`src/rtl/gs_project_sub_if.sv`:
```
// Handshake bundle for gs_project_sub: input transaction side and result side.
// Vectors pack element k at bits [k*W +: W].
interface gs_project_sub_if #(
   parameter int unsigned N = 4,
   parameter int unsigned W = 16
);
   logic           in_valid;
   logic           in_ready;
   logic [W-1:0]   in_rii_2;
   logic [W-1:0]   in_dot;
   logic [N*W-1:0] in_ai;
   logic [N*W-1:0] in_aj;
   logic           out_valid;
   logic           out_ready;
   logic [N*W-1:0] out_aj_new;
   logic           out_div_zero;

   modport master (
      output in_valid, in_rii_2, in_dot, in_ai, in_aj, out_ready,
      input  in_ready, out_valid, out_aj_new, out_div_zero
   );

   modport slave (
      input  in_valid, in_rii_2, in_dot, in_ai, in_aj, out_ready,
      output in_ready, out_valid, out_aj_new, out_div_zero
   );
endinterface

```
`src/rtl/gs_project_sub.sv`:
```
// Projection-subtract aj_new = aj - (dot / rii_2) * ai in signed fixed point.
// Restoring divider, then one shared multiplier walks the N elements.
module gs_project_sub #(
   parameter int unsigned N    = 4,
   parameter int unsigned W    = 16,
   parameter int unsigned FRAC = 10
) (
   input logic             clk,
   input logic             rst,
   gs_project_sub_if.slave bus
);

   localparam int unsigned QW   = W + FRAC;
   localparam int unsigned CntW = $clog2(QW + N);
   localparam int unsigned IdxW = (N > 1) ? $clog2(N) : 1;
   localparam logic [QW-1:0] QMagMax = QW'(1) << (W - 1);

   typedef enum logic [1:0] {StIdle, StDiv, StMac, StDone} state_e;

   state_e              state_q, state_d;
   logic [CntW-1:0]     cnt_q, cnt_d;
   logic [W-1:0]        dvs_q, dvs_d;
   logic [W-1:0]        rem_q, rem_d;
   logic [QW-1:0]       quo_q, quo_d;
   logic                neg_q, neg_d;
   logic                dz_q, dz_d;
   logic signed [W-1:0] ai_q [N];
   logic signed [W-1:0] ai_d [N];
   logic signed [W-1:0] aj_q [N];
   logic signed [W-1:0] aj_d [N];
   logic signed [W-1:0] aj_new_q [N];
   logic signed [W-1:0] aj_new_d [N];

   logic                  in_ready, accept, div_last, mac_last;
   logic [W-1:0]          dot_abs, rii_abs;
   logic [W:0]            rem_sh;
   logic                  rem_ge;
   logic signed [W-1:0]   q_sat;
   logic [IdxW-1:0]       kidx;
   logic signed [W-1:0]   ai_k, aj_k, aj_sat;
   logic signed [2*W-1:0] prod, ps;
   logic signed [2*W:0]   diff;

   assign accept   = bus.in_valid && in_ready;
   assign div_last = (cnt_q == CntW'(QW - 1));
   assign mac_last = (cnt_q == CntW'(N - 1));

   always_ff @(posedge clk) begin
      if (rst) begin
         state_q <= StIdle;
      end else begin
         state_q <= state_d;
      end
   end

   always_comb begin
      state_d = state_q;
      unique case (state_q)
         StIdle:  if (accept) state_d = StDiv;
         StDiv:   if (div_last) state_d = StMac;
         StMac:   if (mac_last) state_d = StDone;
         StDone:  if (bus.out_ready) state_d = StIdle;
         default: state_d = StIdle;
      endcase
   end

   always_comb begin
      in_ready         = (state_q == StIdle) && !rst;
      bus.in_ready     = in_ready;
      bus.out_valid    = (state_q == StDone);
      bus.out_div_zero = dz_q;
      bus.out_aj_new   = '0;
      for (int i = 0; i < N; i++) begin
         bus.out_aj_new[i*W +: W] = aj_new_q[i];
      end
   end

   // Divider works on magnitudes; the quotient register starts as the shifted dividend.
   always_comb begin
      dot_abs = bus.in_dot[W-1] ? -bus.in_dot : bus.in_dot;
      rii_abs = bus.in_rii_2[W-1] ? -bus.in_rii_2 : bus.in_rii_2;
      rem_sh  = {rem_q, quo_q[QW-1]};
      rem_ge  = (rem_sh >= {1'b0, dvs_q});
   end

   always_comb begin
      if (dz_q) begin
         q_sat = '0;
      end else if (neg_q) begin
         q_sat = (quo_q > QMagMax) ? {1'b1, {(W-1){1'b0}}} : -quo_q[W-1:0];
      end else begin
         q_sat = (quo_q >= QMagMax) ? {1'b0, {(W-1){1'b1}}} : quo_q[W-1:0];
      end
   end

   always_comb begin
      kidx = cnt_q[IdxW-1:0];
      ai_k = ai_q[kidx];
      aj_k = aj_q[kidx];
      prod = (2*W)'(ai_k) * (2*W)'(q_sat);
      ps   = prod >>> FRAC;
      diff = {{(W+1){aj_k[W-1]}}, aj_k} - {ps[2*W-1], ps};
      if (diff[2*W:W-1] == '0 || diff[2*W:W-1] == '1) begin
         aj_sat = diff[W-1:0];
      end else begin
         aj_sat = diff[2*W] ? {1'b1, {(W-1){1'b0}}} : {1'b0, {(W-1){1'b1}}};
      end
   end

   always_comb begin
      cnt_d    = cnt_q;
      dvs_d    = dvs_q;
      rem_d    = rem_q;
      quo_d    = quo_q;
      neg_d    = neg_q;
      dz_d     = dz_q;
      ai_d     = ai_q;
      aj_d     = aj_q;
      aj_new_d = aj_new_q;
      unique case (state_q)
         StIdle: begin
            if (accept) begin
               cnt_d = '0;
               dvs_d = rii_abs;
               rem_d = '0;
               quo_d = QW'(dot_abs) << FRAC;
               neg_d = bus.in_dot[W-1] ^ bus.in_rii_2[W-1];
               dz_d  = (bus.in_rii_2 == '0);
               for (int i = 0; i < N; i++) begin
                  ai_d[i] = bus.in_ai[i*W +: W];
                  aj_d[i] = bus.in_aj[i*W +: W];
               end
            end
         end
         StDiv: begin
            cnt_d = div_last ? '0 : cnt_q + CntW'(1);
            rem_d = rem_ge ? W'(rem_sh - {1'b0, dvs_q}) : rem_sh[W-1:0];
            quo_d = {quo_q[QW-2:0], rem_ge};
         end
         StMac: begin
            cnt_d          = cnt_q + CntW'(1);
            aj_new_d[kidx] = aj_sat;
         end
         default: ;
      endcase
   end

   always_ff @(posedge clk) begin
      if (rst) begin
         cnt_q    <= '0;
         dvs_q    <= '0;
         rem_q    <= '0;
         quo_q    <= '0;
         neg_q    <= 1'b0;
         dz_q     <= 1'b0;
         ai_q     <= '{default: '0};
         aj_q     <= '{default: '0};
         aj_new_q <= '{default: '0};
      end else begin
         cnt_q    <= cnt_d;
         dvs_q    <= dvs_d;
         rem_q    <= rem_d;
         quo_q    <= quo_d;
         neg_q    <= neg_d;
         dz_q     <= dz_d;
         ai_q     <= ai_d;
         aj_q     <= aj_d;
         aj_new_q <= aj_new_d;
      end
   end

endmodule

```
`src/flat_wrapper.sv`:
```
// flat-port wrapper written by rule: the top's interface ports become plain ports
module gs_project_sub_flat 
#(
   parameter int unsigned N    = 4,
   parameter int unsigned W    = 16,
   parameter int unsigned FRAC = 10
)
  (clk, rst, bus_in_valid, bus_in_rii_2, bus_in_dot, bus_in_ai, bus_in_aj, bus_out_ready, bus_in_ready, bus_out_valid, bus_out_aj_new, bus_out_div_zero);
  gs_project_sub_if #(.N(N), .W(W)) bus_i ();
  input logic clk;
  input logic rst;
  input wire logic [$bits(bus_i.in_valid)-1:0] bus_in_valid;
  input wire logic [$bits(bus_i.in_rii_2)-1:0] bus_in_rii_2;
  input wire logic [$bits(bus_i.in_dot)-1:0] bus_in_dot;
  input wire logic [$bits(bus_i.in_ai)-1:0] bus_in_ai;
  input wire logic [$bits(bus_i.in_aj)-1:0] bus_in_aj;
  input wire logic [$bits(bus_i.out_ready)-1:0] bus_out_ready;
  output wire logic [$bits(bus_i.in_ready)-1:0] bus_in_ready;
  output wire logic [$bits(bus_i.out_valid)-1:0] bus_out_valid;
  output wire logic [$bits(bus_i.out_aj_new)-1:0] bus_out_aj_new;
  output wire logic [$bits(bus_i.out_div_zero)-1:0] bus_out_div_zero;
  assign bus_i.in_valid = bus_in_valid;
  assign bus_i.in_rii_2 = bus_in_rii_2;
  assign bus_i.in_dot = bus_in_dot;
  assign bus_i.in_ai = bus_in_ai;
  assign bus_i.in_aj = bus_in_aj;
  assign bus_i.out_ready = bus_out_ready;
  assign bus_in_ready = bus_i.in_ready;
  assign bus_out_valid = bus_i.out_valid;
  assign bus_out_aj_new = bus_i.out_aj_new;
  assign bus_out_div_zero = bus_i.out_div_zero;
  gs_project_sub #(.N(N), .W(W), .FRAC(FRAC)) u_core (.clk(clk), .rst(rst), .bus(bus_i));
endmodule
```
`config.mk`:
```
export PLATFORM = sky130hd
export DESIGN_NAME = gs_project_sub_flat
export DESIGN_NICKNAME = d
export VERILOG_FILES = /design/src/rtl/gs_project_sub_if.sv /design/src/rtl/gs_project_sub.sv /design/src/flat_wrapper.sv
export SDC_FILE = /design/constraint.sdc
export NUM_CORES = 1
export LEC_CHECK = 0
export ABC_AREA = 0
export CELL_PAD_IN_SITES_DETAIL_PLACEMENT = 0
export CELL_PAD_IN_SITES_GLOBAL_PLACEMENT = 1
export CORE_ASPECT_RATIO = 1.2
export CORE_MARGIN = 2
export CORE_UTILIZATION = 40
export DETAILED_ROUTE_END_ITERATION = 16
export DONT_BUFFER_PORTS = 1
export GPL_TIMING_DRIVEN = 0
export PLACE_DENSITY = 0.79
export SYNTH_ARGS = -nofsm -noshare
export SYNTH_HDL_FRONTEND = slang
export SYNTH_SLANG_ARGS = --single-unit
```
`constraint.sdc`:
```
create_clock -name clk -period 10.3 [get_ports clk]
set_input_delay 2.06 -clock clk [delete_from_list [all_inputs] [get_ports clk]]
set_output_delay 2.06 -clock clk [all_outputs]
set_load 0.02 [all_outputs]
```
# ---- Word-level counts from Yosys, hierarchy flattened
# Index checks and enable logic that the tools add are counted.
dict set report classes {
  mul 1
  eq_ne 10
  n_shift 0
  mux 30
  reduce_logical 14
  div 0
  order_cmp 5
  n_bitwise 2
  addsub 6
}
# operator count
set op_table {}
lappend op_table {{two-way mux 16 bit} 15}
lappend op_table {{binary-select mux 16 bit (select 2 bit)} 2}
lappend op_table {{bitwise mux 64 bit} 1}
lappend op_table {{one-hot mux 26 bit (2 select lines)} 1}
lappend op_table {{negation 16 bit} 3}
lappend op_table {{demux 16 bit (select 2 bit)} 1}
lappend op_table {{multiplier 16 x 16 -> 32 bit} 1}
lappend op_table {{one-hot mux 16 bit (2 select lines)} 1}
lappend op_table {{greater-or-equal comparator 26 x 16 -> 1 bit, second input constant} 1}
lappend op_table {{greater-than comparator 26 x 16 -> 1 bit, second input constant} 1}
lappend op_table {{two-way mux 26 bit} 1}
lappend op_table {{subtractor 16 x 22 -> 23 bit} 1}
lappend op_table {{== test 18 bit, second input constant} 1}
lappend op_table {{zero test 18 bit} 1}
lappend op_table {{greater-or-equal comparator 17 x 16 -> 1 bit} 1}
lappend op_table {{zero test 16 bit} 1}
lappend op_table {{subtractor 16 bit} 1}
lappend op_table {{one-hot mux 5 bit (3 select lines)} 1}
lappend op_table {{two-way mux 5 bit} 2}
lappend op_table {{two-way mux 2 bit} 4}
lappend op_table {{one-hot mux 2 bit (4 select lines)} 1}
lappend op_table {{inequality test 2 x 1 -> 1 bit, second input constant} 3}
lappend op_table {{AND reduction 2 bit} 3}
lappend op_table {{adder 5 x 1 -> 5 bit, second input constant} 1}
lappend op_table {{other kinds (16)} 19}
dict set report word_totals {
  ff_bits 259
  output_inout_bits 67
  in_bits 164
  mem_bits_ro 0
  latchBits 0
  ramBits 0
  memories 0
  elab_cells 87
}

# ---- Logic depth before layout (Yosys ltp)
# Gate-level depths: netlist of run 1.
dict set report logic_depth {
  word_depth 10
  depth_mapped 43
  ltp_nobuf 40
}

# ---- Worst setup path before layout of run 1
# No wires, ideal clock.
dict set report synth_timing {
  path_type {register to register}
  startpoint {register u_core.quo_q[2]}
  endpoint {register u_core.aj_new_q (netlist bit u_core.bus.out_aj_new[48])}
  setup_time_ps 139
  n_path_buf 2
  setup_slack_ps 224
  arrival_ps 9937
  t_required_ps 10161
  stages_incl_launch_ff 38
  synth_period_minus_slack_ps 10076
  cell_sequence {dfxtp_1 -> clkbuf_1 -> nor3_1 -> nand3_1 -> or3_1 -> or3_1 -> or3_1 -> o211ai_1 -> nand2_1 -> a21oi_1 -> nand2_1 -> fa_1 -> fa_1 -> inv_1 -> fa_1 -> fa_1 -> fa_1 -> inv_1 -> [... 2 more ...] -> ha_1 -> nor2b_1 -> o21ai_0 -> a21oi_1 -> o32ai_2 -> o21bai_1 -> xnor2_1 -> ha_1 -> a21oi_1 -> o211ai_1 -> o31ai_1 -> a2bb2oi_1 -> and3b_1 -> xor2_1 -> nand4_1 -> o21ai_1 -> clkbuf_1 -> a22oi_1}
}
dict set report synth_via {
  elab_chain_len 10
  word_cells_on_any_way 15
  cone_classes {add/sub: 2; mul: 1; order compare: 2; eq/ne: 1; mux: 7; reduce/logical: 2}
}
# item line
set synth_rtl {}
lappend synth_rtl {{start: declaration} gs_project_sub.sv:24} ;# logic [QW-1:0] quo_q, quo_d;
lappend synth_rtl {{start signal: assignment} gs_project_sub.sv:163} ;# quo_q <= quo_d;
lappend synth_rtl {{greater-or-equal comparator 26 x 16 -> 1 bit, or another cell as far along} gs_project_sub.sv:92} ;# q_sat = (quo_q >= QMagMax) ? {1'b0, {(W-1){1'b1}}} : quo_q[W-1:0];
lappend synth_rtl {{two-way mux 16 bit, on equally long branches} {gs_project_sub.sv:92, gs_project_sub.sv:90}}
lappend synth_rtl {{two-way mux 16 bit *} gs_project_sub.sv:89} ;# end else if (neg_q) begin
lappend synth_rtl {{two-way mux 16 bit *} gs_project_sub.sv:87} ;# if (dz_q) begin
lappend synth_rtl {{multiplier 16 x 16 -> 32 bit *} gs_project_sub.sv:100} ;# prod = (2*W)'(ai_k) * (2*W)'(q_sat);
lappend synth_rtl {{subtractor 16 x 22 -> 23 bit *} gs_project_sub.sv:102} ;# diff = {{(W+1){aj_k[W-1]}}, aj_k} - {ps[2*W-1], ps};
lappend synth_rtl {{== test 18 bit or zero test 18 bit (tied branches)} gs_project_sub.sv:103} ;# if (diff[2*W:W-1] == '0 || diff[2*W:W-1] == '1) begin
lappend synth_rtl {{logical OR 1 bit} gs_project_sub.sv:103}
lappend synth_rtl {{two-way mux 16 bit *} gs_project_sub.sv:103}
lappend synth_rtl {{bitwise mux 64 bit *} gs_project_sub.sv:142} ;# aj_new_d[kidx] = aj_sat;
lappend synth_rtl {{end signal: assignment} gs_project_sub.sv:168} ;# aj_new_q <= aj_new_d;
lappend synth_rtl {{end: declaration} gs_project_sub.sv:31} ;# logic signed [W-1:0] aj_new_q [N];
# Every way passes the cells marked *; elsewhere a longest branch is shown, timed or not.
# A chain may end at the register's enable or synchronous reset.

# ---- Worst setup path after layout of run 1
dict set report layout_timing {
  startpoint {register u_core.quo_q[0]}
  endpoint {register u_core.aj_new_q (netlist bit u_core.bus.out_aj_new[34])}
}
# Same word-level chain as after synthesis.

==> run summary, run 1 <==
Slew HR - 28.3%
Cell Count, Final, Fillers Out - 3,673
root buffer selected by CTS - clkbuf_16
fmax - 99.2 MHz
DR vias - 20,300
initial core utilization - 40.4%
layout cells sized above 1 - 11.5%
Period minus WS final - 10,080 ps
Max stage delay on crit path - 580 ps
Startpoint Class - flop
Worst Path Required - 10,790 ps
clock latency on the worst-skew pair - 570 ps
Avg Vias per Cell - 5.52
period utilization - 97.9%
sequential area share after synthesis - 22.0%
Syn Area/Cell - 8.35 um^2
Synth-to-Final Area Change - 14.7%
total CTS buffers - 28
DRT iter0 DRCs - 1,441
final hold vios - 0
status - finished, final reports clean
Max Clock Skew - 23.0 ps
Nets - 3,465
top cell type's share of synthesized area - 22.4%
Core Region - 58,300 um^2
Worst path depth - 39
Hold Crit Depth - 2
number of H-tree levels - 1
first-pass GRT wire length - 115 mm
chip width - 225 um
final setup violation count - 0
Critical Path AT - 10,570 ps
die area - 60,800 um^2
GRT Total Usage - 24.1%
worst path buffer plus inverter count - 6
Crit Path Category - flop to flop
Tightest Hold Check Type - flop to flop
synth warn - 0
max-slew violations - 0
most used cell, CP - fa_1
Post-synth ARST share - 0%
Num Clock Sinks - 259
#FFs+latches synth - 259
Syn Inst Count - 2,818
Worst-Margin Slew - 1080 ps
I/O pins - 231
Routed WL - 74.4 mm
Cell Area, Synth - 23,500 um^2
max-cap viol count - 0
pin count of the biggest net entering global routing - 15
vias in the first global route - 20,700
unique cell type count in the Yosys netlist - 80
Port Buffers - 0
Core Util, Final - 46.3%
largest area contributor in the netlist - fa_1
Crit. End Element - flop
EDFF count, synth - 0
Die Ht - 270 um
largest fanout on the critical path - 10
DR WL/cell - 20.2 um
FP Rows - 97
setup tns final - 0 ps
total congestion overflow - 0
family with the most delay on the worst path - adder cells
synth top area cells - fa_1 (22%), dfxtp_1 (22%), nand2_1 (8.5%)
drt pass-1 iters - 6
DP HPWL - 60.3 mm
syn_nets - 3,374
Reg clk slew, reported paths - 70 ps
global placement routability congestion - 0.922
Hold Slack - 457 ps
DRC - 0
Post-Place Cells - 3,565
initial antenna violation count - 1
CTS tree - built
Register-to-Register Path Depth - 39
Top FF cell, synth - dfxtp_1
hold_buf cts - 0
clk buf depth - 3
critical path's slowest cell - fa_2
RSZ-0062 raised after global routing - true
Final ANT Viol Nets - 0
## cells in the mapped netlist, types with 4 or more instances
library cell  count
a211o_1           5
a211oi_1         11
a21boi_0          4
a21o_1           26
a21oi_1         126
a22o_1           12
a22oi_1          55
a311oi_1          4
a31oi_1          15
and2_1           14
and3_1            8
buf_1            20
buf_2             8
clkbuf_1        107
dfxtp_1         259
fa_1            263
ha_1            129
inv_1           351
mux2_2           16
mux2i_1          36
mux4_2           16
nand2_1         532
nand2b_1         17
nand3_1          19
nand3b_1        137
nand4_1          11
nor2_1          199
nor2b_1           8
nor3_1           45
nor4_1            5
o211ai_1         20
o21a_1           21
o21ai_0          96
o21ai_1          16
o21bai_1         12
o31ai_1          15
or2_2            10
or3_1            27
or4_1             6
xnor2_1          43
xor2_1           36
## cell usage in the layout, fill, tap and decap left out, drive strengths merged, types with 43 or more instances in the layout
cell    count
nor3       46
a22oi      55
o21ai     112
clkbuf    123
ha        129
dfxtp     259
fa        263
nand3b    137
buf       113
inv       353
nor2      199
nand2     533
a21oi     127
xnor2      43
## through the flow
stage	setup slack, ps	area [um^2]
5_1_grt	-76.3	27000
6_report	219	27000
2_1_floorplan	224	23500
3_5_place_dp	-2320	24500
3_3_place_gp	-2320	24500
4_1_cts	-5.54	26200
## logic make-up (layout without fill, tap and decap cells)
logic type | count (synthesis) | count (layout) | share of synthesized area [%]
flops | 259 | 259 | 22.0
other cells | 0 | 1 | 0
xor+xnor | 79 | 79 | 2.94
buf+inv | 488 | 600 | 7.84
simple gates | 1058 | 1058 | 21.1
fa+ha+maj | 392 | 392 | 29.2
mux | 68 | 68 | 3.83
compound gates | 474 | 474 | 13.1
## routing by layer
metal  wire, um  share of wire (%)  GRT usage [%]
met1      29800                 40           30.0
met3       4850                6.5           3.84
met4       2620                3.5           8.19
met2      37100                 50           42.0
met5          0                  0              0
## repair_timing
| item | CTS | global route |
|---|---|---|
| pin swaps | 26 | 54 |
| resized for setup | 139 | 150 |
| gates cloned | 0 | 2 |
| setup buffers | 28 | 32 |
| endpoints found under the hold margin | 0 | 0 |
| setup endpoints to repair | 64 | 64 |
## final timing paths
| check | start | to | slack, ps |
|---|---|---|---|
| min reg2reg | u_core.rem_q[15] | u_core.rem_q[15] | 460 |
| max | u_core.quo_q[0] | u_core.bus.out_aj_new[34] | 220 |
| min | u_core.rem_q[15] | u_core.rem_q[15] | 460 |
| max reg2reg | u_core.quo_q[0] | u_core.bus.out_aj_new[34] | 220 |
## sequential cells by signal, summed over array words and instances (netlist names)
signal	flops
u_core.quo_q	26
u_core.cnt_q	5
u_core.rem_q	16
u_core.bus.out_aj_new	64
u_core.ai_q	64
u_core.neg_q	1
u_core.state_q	2
u_core.dvs_q	16
u_core.bus.out_div_zero	1
u_core.aj_q	64
## worst reg2reg max path, delay by kind of cell (launching register included)
family                     cells  cell delay (ps)
adders and majority gates      8             3660
DFF                            1              370
buffers and inverters          6              780
AOI/OAI and AO/OA             11             2220
xor gates and xnor gates       2              330
and+or+nand+nor               12             2610
## layout make-up
cell class                 instances  area [um^2]
fill                            5677        31300
multi-input combinational       2071        17300
sequential                       259         5190
inverter                         352         1330
tap                              742          928
clock buffer                      39          802
buffer                           130          684
timing repair buffer              67          556
clock inverter                    12          160
antenna                            1         2.50
Power of run 1 is not shown: default switching activity piles up to over one toggle a cycle in this logic, so the estimate is an artifact.
==> run 2, diff against run 1 <==
--- a/config.mk
+++ b/config.mk
@@ -6,7 +6,7 @@
 export NUM_CORES = 1
 export LEC_CHECK = 0
 export ABC_AREA = 0
-export CELL_PAD_IN_SITES_DETAIL_PLACEMENT = 0
+export CELL_PAD_IN_SITES_DETAIL_PLACEMENT = 1
 export CELL_PAD_IN_SITES_GLOBAL_PLACEMENT = 1
 export CORE_ASPECT_RATIO = 1.2
 export CORE_MARGIN = 2
@@ -14,7 +14,7 @@
 export DETAILED_ROUTE_END_ITERATION = 16
 export DONT_BUFFER_PORTS = 1
 export GPL_TIMING_DRIVEN = 0
-export PLACE_DENSITY = 0.79
+export PLACE_DENSITY = 0.76
 export SYNTH_ARGS = -nofsm -noshare
 export SYNTH_HDL_FRONTEND = slang
 export SYNTH_SLANG_ARGS = --single-unit
==> constraint.sdc (replaced) <==
create_clock -name clk -period 12.1 [get_ports clk]
set_input_delay 2.42 -clock clk [delete_from_list [all_inputs] [get_ports clk]]
set_output_delay 2.42 -clock clk [all_outputs]
set_load 0.02 [all_outputs]
==> run 2 against run 1 <==
Core utilization decreased by 2.4 points; clock skew is 3.2 ps lower; die area stayed put; clock-buffer cell count is 3 higher; hold slack barely moved; register-to-register slack improved by 280 ps; fmax fell by 13%; critical path depth down 1; final cell count decreased by 1.4%; first-iteration DRC count decreased by 21%; critical endpoint is now u_core.bus.out_aj_new[51]; largest cell class unchanged.
==> run summary, run 2 (synthesized netlist as in run 1, its figures left out) <==
initial antenna violation count - 3 (+2)
chip width - 225 um (unchanged)
fmax - 86.2 MHz (-13%)
GR Layer Usage met3 - 4.24% (+0.40 points)
Register-to-Register Path Depth - 38 (-2.6%)
clk buf depth - 3 (unchanged)
DRC - 0 (unchanged)
Reg clk slew, reported paths - 60 ps (about the same)
CTS tree - built
die area - 60,800 um^2 (unchanged)
largest fanout on the critical path - 10 (unchanged)
most common cell after layout, fill and taps aside - nand2_1
pin count of the biggest net entering global routing - 15 (unchanged)
FF-to-FF setup slack - 500 ps (+280 ps)
GRT Total Usage - 26.7% (+2.6 points)
most frequent cells in the layout - nand2_1 (532), inv_1 (351), fa_1 (263)
Fillers - 7,039 (+24%)
Tightest Hold Check Type - flop to flop
met2 usage - 48.5% (+6.5 points)
r2r startpoint - u_core.quo_q[2]
total congestion overflow - 0 (unchanged)
critical path's slowest cell - fa_1
worst setup path endpoint - u_core.bus.out_aj_new[51]
Critical Path AT - 12,050 ps (+1480 ps)
Routed WL - 81.9 mm (+10%)
Max stage delay on crit path - 600 ps (+20 ps)
DR WL/cell - 22.6 um (+12%)
total CTS buffers - 28 (unchanged)
layout cells sized above 1 - 5.43% (-6.1 points)
Core Region - 58,300 um^2 (unchanged)
Max Clock Skew - 19.8 ps (-3.19 ps)
Hold Slack - 456 ps (-0.423 ps)
hold_buf cts - 0 (unchanged)
GR Util met1 - 31.2% (+1.1 points)
initial core utilization - 40.4% (unchanged)
Synth-to-Final Area Change - 8.72%
global placement routability congestion - 0.933 (+1.3%)
FP Rows - 97 (unchanged)
Port Buffers - 0 (unchanged)
Crit. End Element - flop
root buffer selected by CTS - clkbuf_16
final setup violation count - 0 (unchanged)
status - finished, final reports clean
vias in the first global route - 22,400 (+8.3%)
Core Util, Final - 43.9% (-2.4 points)
max-slew violations - 0 (unchanged)
most used cell, CP - fa_1
first-pass GRT wire length - 126 mm (+10%)
Worst-Margin Slew - 1190 ps (+113 ps)
max-cap viol count - 0 (unchanged)
Avg Vias per Cell - 5.69 (+3.0%)
Period minus WS final - 11,600 ps (+1520 ps)
DRT iter0 DRCs - 1,132 (-21%)
number of H-tree levels - 1 (unchanged)
clock latency on the worst-skew pair - 580 ps (about the same)
final hold vios - 0 (unchanged)
DP HPWL - 66.9 mm (+11%)
Die Ht - 270 um (unchanged)
Num Clock Sinks - 259 (unchanged)
Final ANT Viol Nets - 0 (unchanged)
Startpoint Class - flop
RR Endpoint - u_core.bus.out_aj_new[51]
DR vias - 20,600 (+1.5%)
I/O pins - 231 (unchanged)
most used routing layer - met2
period utilization - 95.9% (-2.0 points)
Nets - 3,410 (-1.6%)
Crit Path Category - flop to flop
Critical path origin - u_core.quo_q[2]
Worst Path Required - 12,550 ps (+1760 ps)
drt pass-1 iters - 6 (unchanged)
Slew HR - 20.3% (-8.0 points)
[run 2: metal layers]
layer / wire length [um] / part of all wire, %
met1: 31700 / 39
met2: 42500 / 52
met3: 4450 / 5.4
met4: 3270 / 4.0
met5: 11 / 0.013
[run 2: timing repair]
item,in CTS,in global routing
resized for setup,18,46
pin swaps,1,1
gates cloned,0,0
buffers inserted,0,3
endpoints found under the setup margin,60,60
[run 2: critical path, delay by kind of cell (launching register included)]
kind                     cells  cell delay (ps)
flip-flops                   1              290
AND/OR/NAND/NOR             10             2290
buffers and inverters        5              960
adder cells (fa/ha/maj)      8             3950
XOR/XNOR                     1              250
AO/OA/AOI/OAI               14             3680
[run 2: metrics by stage]
stage          setup TNS, ps  instance area [um^2]  instances  setup WS [ps]
2_1_floorplan              0                 23500       2818           2020
3_3_place_gp          -19810                 24500       3560           -489
3_5_place_dp          -46470                 24500       3563           -935
4_1_cts                    0                 25500       3612           36.5
5_1_grt                 -108                 25600       3618          -20.6
6_report                   0                 25600       3620            497
[run 2: area by class of cell]
type / instances / area (um^2) / area share, %
Multi-Input combinational cell: 2071 / 16600 / 65.1
Sequential cell: 259 / 5180 / 20.3
Inverter: 352 / 1320 / 5.16
Tap cell: 742 / 928 / 3.63
Clock buffer: 42 / 793 / 3.10
Buffer: 136 / 551 / 2.15
Clock inverter: 7 / 100 / 0.391
Timing Repair Buffer: 6 / 45.0 / 0.176
Antenna cell: 5 / 12.5 / 0.0489
[run 2: worst min-delay path by stage]
stage,depth (start not counted),endpoint,from,slack (ps)
3_3_place_gp,2,u_core.dvs_q[15],u_core.dvs_q[15],440
5_1_grt,2,u_core.dvs_q[15],u_core.dvs_q[15],480
3_5_place_dp,2,u_core.dvs_q[15],u_core.dvs_q[15],450
6_report,2,u_core.dvs_q[15],u_core.dvs_q[15],460
2_1_floorplan,2,u_core.dvs_q[15],u_core.dvs_q[15],430
4_1_cts,2,u_core.dvs_q[15],u_core.dvs_q[15],460
Power of run 2 is left out for the same reason.
==> run 3, diff against run 2 <==
--- a/config.mk
+++ b/config.mk
@@ -10,11 +10,12 @@
 export CELL_PAD_IN_SITES_GLOBAL_PLACEMENT = 1
 export CORE_ASPECT_RATIO = 1.2
 export CORE_MARGIN = 2
-export CORE_UTILIZATION = 40
+export CORE_UTILIZATION = 50
 export DETAILED_ROUTE_END_ITERATION = 16
 export DONT_BUFFER_PORTS = 1
+export GPL_ROUTABILITY_DRIVEN = 0
 export GPL_TIMING_DRIVEN = 0
-export PLACE_DENSITY = 0.76
+export PLACE_DENSITY = 0.9
 export SYNTH_ARGS = -nofsm -noshare
 export SYNTH_HDL_FRONTEND = slang
 export SYNTH_SLANG_ARGS = --single-unit
==> constraint.sdc (replaced) <==
create_clock -name clk -period 11.28 [get_ports clk]
set_input_delay 2.256 -clock clk [delete_from_list [all_inputs] [get_ports clk]]
set_output_delay 2.256 -clock clk [all_outputs]
set_load 0.02 [all_outputs]
==> run 3 against run 2 <==
The flow now finishes with violations (negative setup slack); routed wire length rose by 12%; final cell count fell by 3.1%; sequential share of layout area decreased by 0.12 points; clock skew up 0.58 ps; fmax increased by 1.7%; hold slack better by 23 ps; highest routed layer is now met4.
==> run summary, run 3 (synthesized netlist as in run 1, its figures left out) <==
clk buf depth - 3 (unchanged)
final worst slack - -124 ps (-621 ps)
die area - 48,800 um^2 (-20%)
DRT iter0 DRCs - 1,828 (+61%)
Core Util, Final - 55.1% (+11 points)
Crit Path Category - flop to flop
final setup violation count - 47 (+47)
total congestion overflow - 0 (unchanged)
DP HPWL - 69.9 mm (+4.4%)
fmax - 87.7 MHz (+1.7%)
Final ANT Viol Nets - 0 (unchanged)
Num Clock Sinks - 259 (unchanged)
Worst Path Required - 11,720 ps (-830 ps)
pin count of the biggest net entering global routing - 17 (+2)
Core Region - 46,700 um^2 (-20%)
DR vias - 22,400 (+8.6%)
Startpoint Class - flop
final hold vios - 0 (unchanged)
Hold Crit Depth - 2 (unchanged)
Tightest Hold Check Type - flop to flop
Slew HR - 9.93% (-10 points)
max-slew violations - 0 (unchanged)
failing checks - negative setup slack
Crit. End Element - flop
Synth-to-Final Area Change - 9.38%
Period minus WS final - 11,400 ps (-199 ps)
initial core utilization - 50.4% (+10 points)
clock latency on the worst-skew pair - 570 ps (about the same)
Die Ht - 242 um (-10%)
chip width - 202 um (-10%)
total CTS buffers - 26 (-7.1%)
layout cells sized above 1 - 7.01% (+1.6 points)
hold_buf cts - 0 (unchanged)
vias in the first global route - 24,600 (+10%)
Critical Path AT - 11,850 ps (-200 ps)
initial antenna violation count - 3 (unchanged)
DR WL/cell - 26.2 um (+16%)
Max stage delay on crit path - 650 ps (+50 ps)
dpl ws - -1700 ps (-765 ps)
Reg clk slew, reported paths - 60 ps (about the same)
Register-to-Register Path Depth - 37 (-2.6%)
Max Clock Skew - 20.4 ps (+0.577 ps)
Port Buffers - 0 (unchanged)
first-pass GRT wire length - 138 mm (+9.2%)
critical path's slowest cell - fa_1
FP Rows - 87 (-10%)
period utilization - 101% (+5.2 points)
Avg Vias per Cell - 6.38 (+12%)
root buffer selected by CTS - clkbuf_16
largest fanout on the critical path - 10 (unchanged)
most common cell after layout, fill and taps aside - nand2_1
most used cell, CP - fa_1
I/O pins - 231 (unchanged)
RSZ-0062 raised after global routing - true
most frequent cells in the layout - nand2_1 (532), inv_1 (351), fa_1 (263)
drt pass-1 iters - 6 (unchanged)
Routed WL - 92.0 mm (+12%)
GRT Total Usage - 36.3% (+9.6 points)
Nets - 3,417 (+0.21%)
status - finished with violations
Worst-Margin Slew - 1340 ps (+154 ps)
number of H-tree levels - 1 (unchanged)
max-cap viol count - 0 (unchanged)
CTS tree - built
DRC - 0 (unchanged)
-- run 3: timing repair --
item | 4_1_cts | 5_1_grt
setup endpoints to repair | 64 | 64
buffers inserted | 3 | 15
pin swaps | 3 | 12
endpoints found under the hold margin | 0 | 0
resized for setup | 55 | 71
-- run 3: critical path: cells and delay by family (launching register included) --
| kind | cells | cell delay [ps] |
|---|---|---|
| AO/OA/AOI/OAI | 11 | 2220 |
| XOR/XNOR | 1 | 190 |
| adder cells (fa/ha/maj) | 8 | 4010 |
| buffers and inverters | 6 | 1140 |
| flip-flops | 1 | 330 |
| AND/OR/NAND/NOR | 11 | 3360 |
-- run 3: per-stage QoR --
stage	hold slack, ps	std cells	instance area (um^2)	TNS, ps
finish	479	3507	25700	-4540
CTS	473	3492	25400	0
global placement	445	3441	24300	-63640
global route	497	3505	25700	-16740
floorplan	425	2818	23500	0
detailed placement	451	3442	24300	-90910
-- run 3: path summary, 6_finish.rpt --
| kind | endpoint | start | slack, ps |
|---|---|---|---|
| worst max register to register | u_core.bus.out_aj_new[51] | u_core.quo_q[20] | -120 |
| worst min register to register | u_core.quo_q[17] | u_core.quo_q[17] | 480 |
| worst max-delay path | u_core.bus.out_aj_new[51] | u_core.quo_q[20] | -120 |
| worst min-delay path | u_core.quo_q[17] | u_core.quo_q[17] | 480 |
-- run 3: cell type report --
class	count	area (um^2)
Antenna cell	3	7.51
Buffer	132	569
Clock buffer	37	773
Clock inverter	11	119
Fill cell	5585	21000
Inverter	352	1320
Multi-Input combinational cell	2071	16800
Sequential cell	259	5190
Tap cell	623	779
Timing Repair Buffer	19	146
-- run 3: routing by layer --
metal | GRT usage (%) | up-vias | wire length [um]
li1 | - | 9347 | -
met1 | 39.3 | 11000 | 31300
met2 | 62.7 | 1432 | 44700
met3 | 6.93 | 574 | 7560
met4 | 27.4 | 0 | 8420
met5 | 0 | - | 0
Power of run 3 is left out for the same reason.
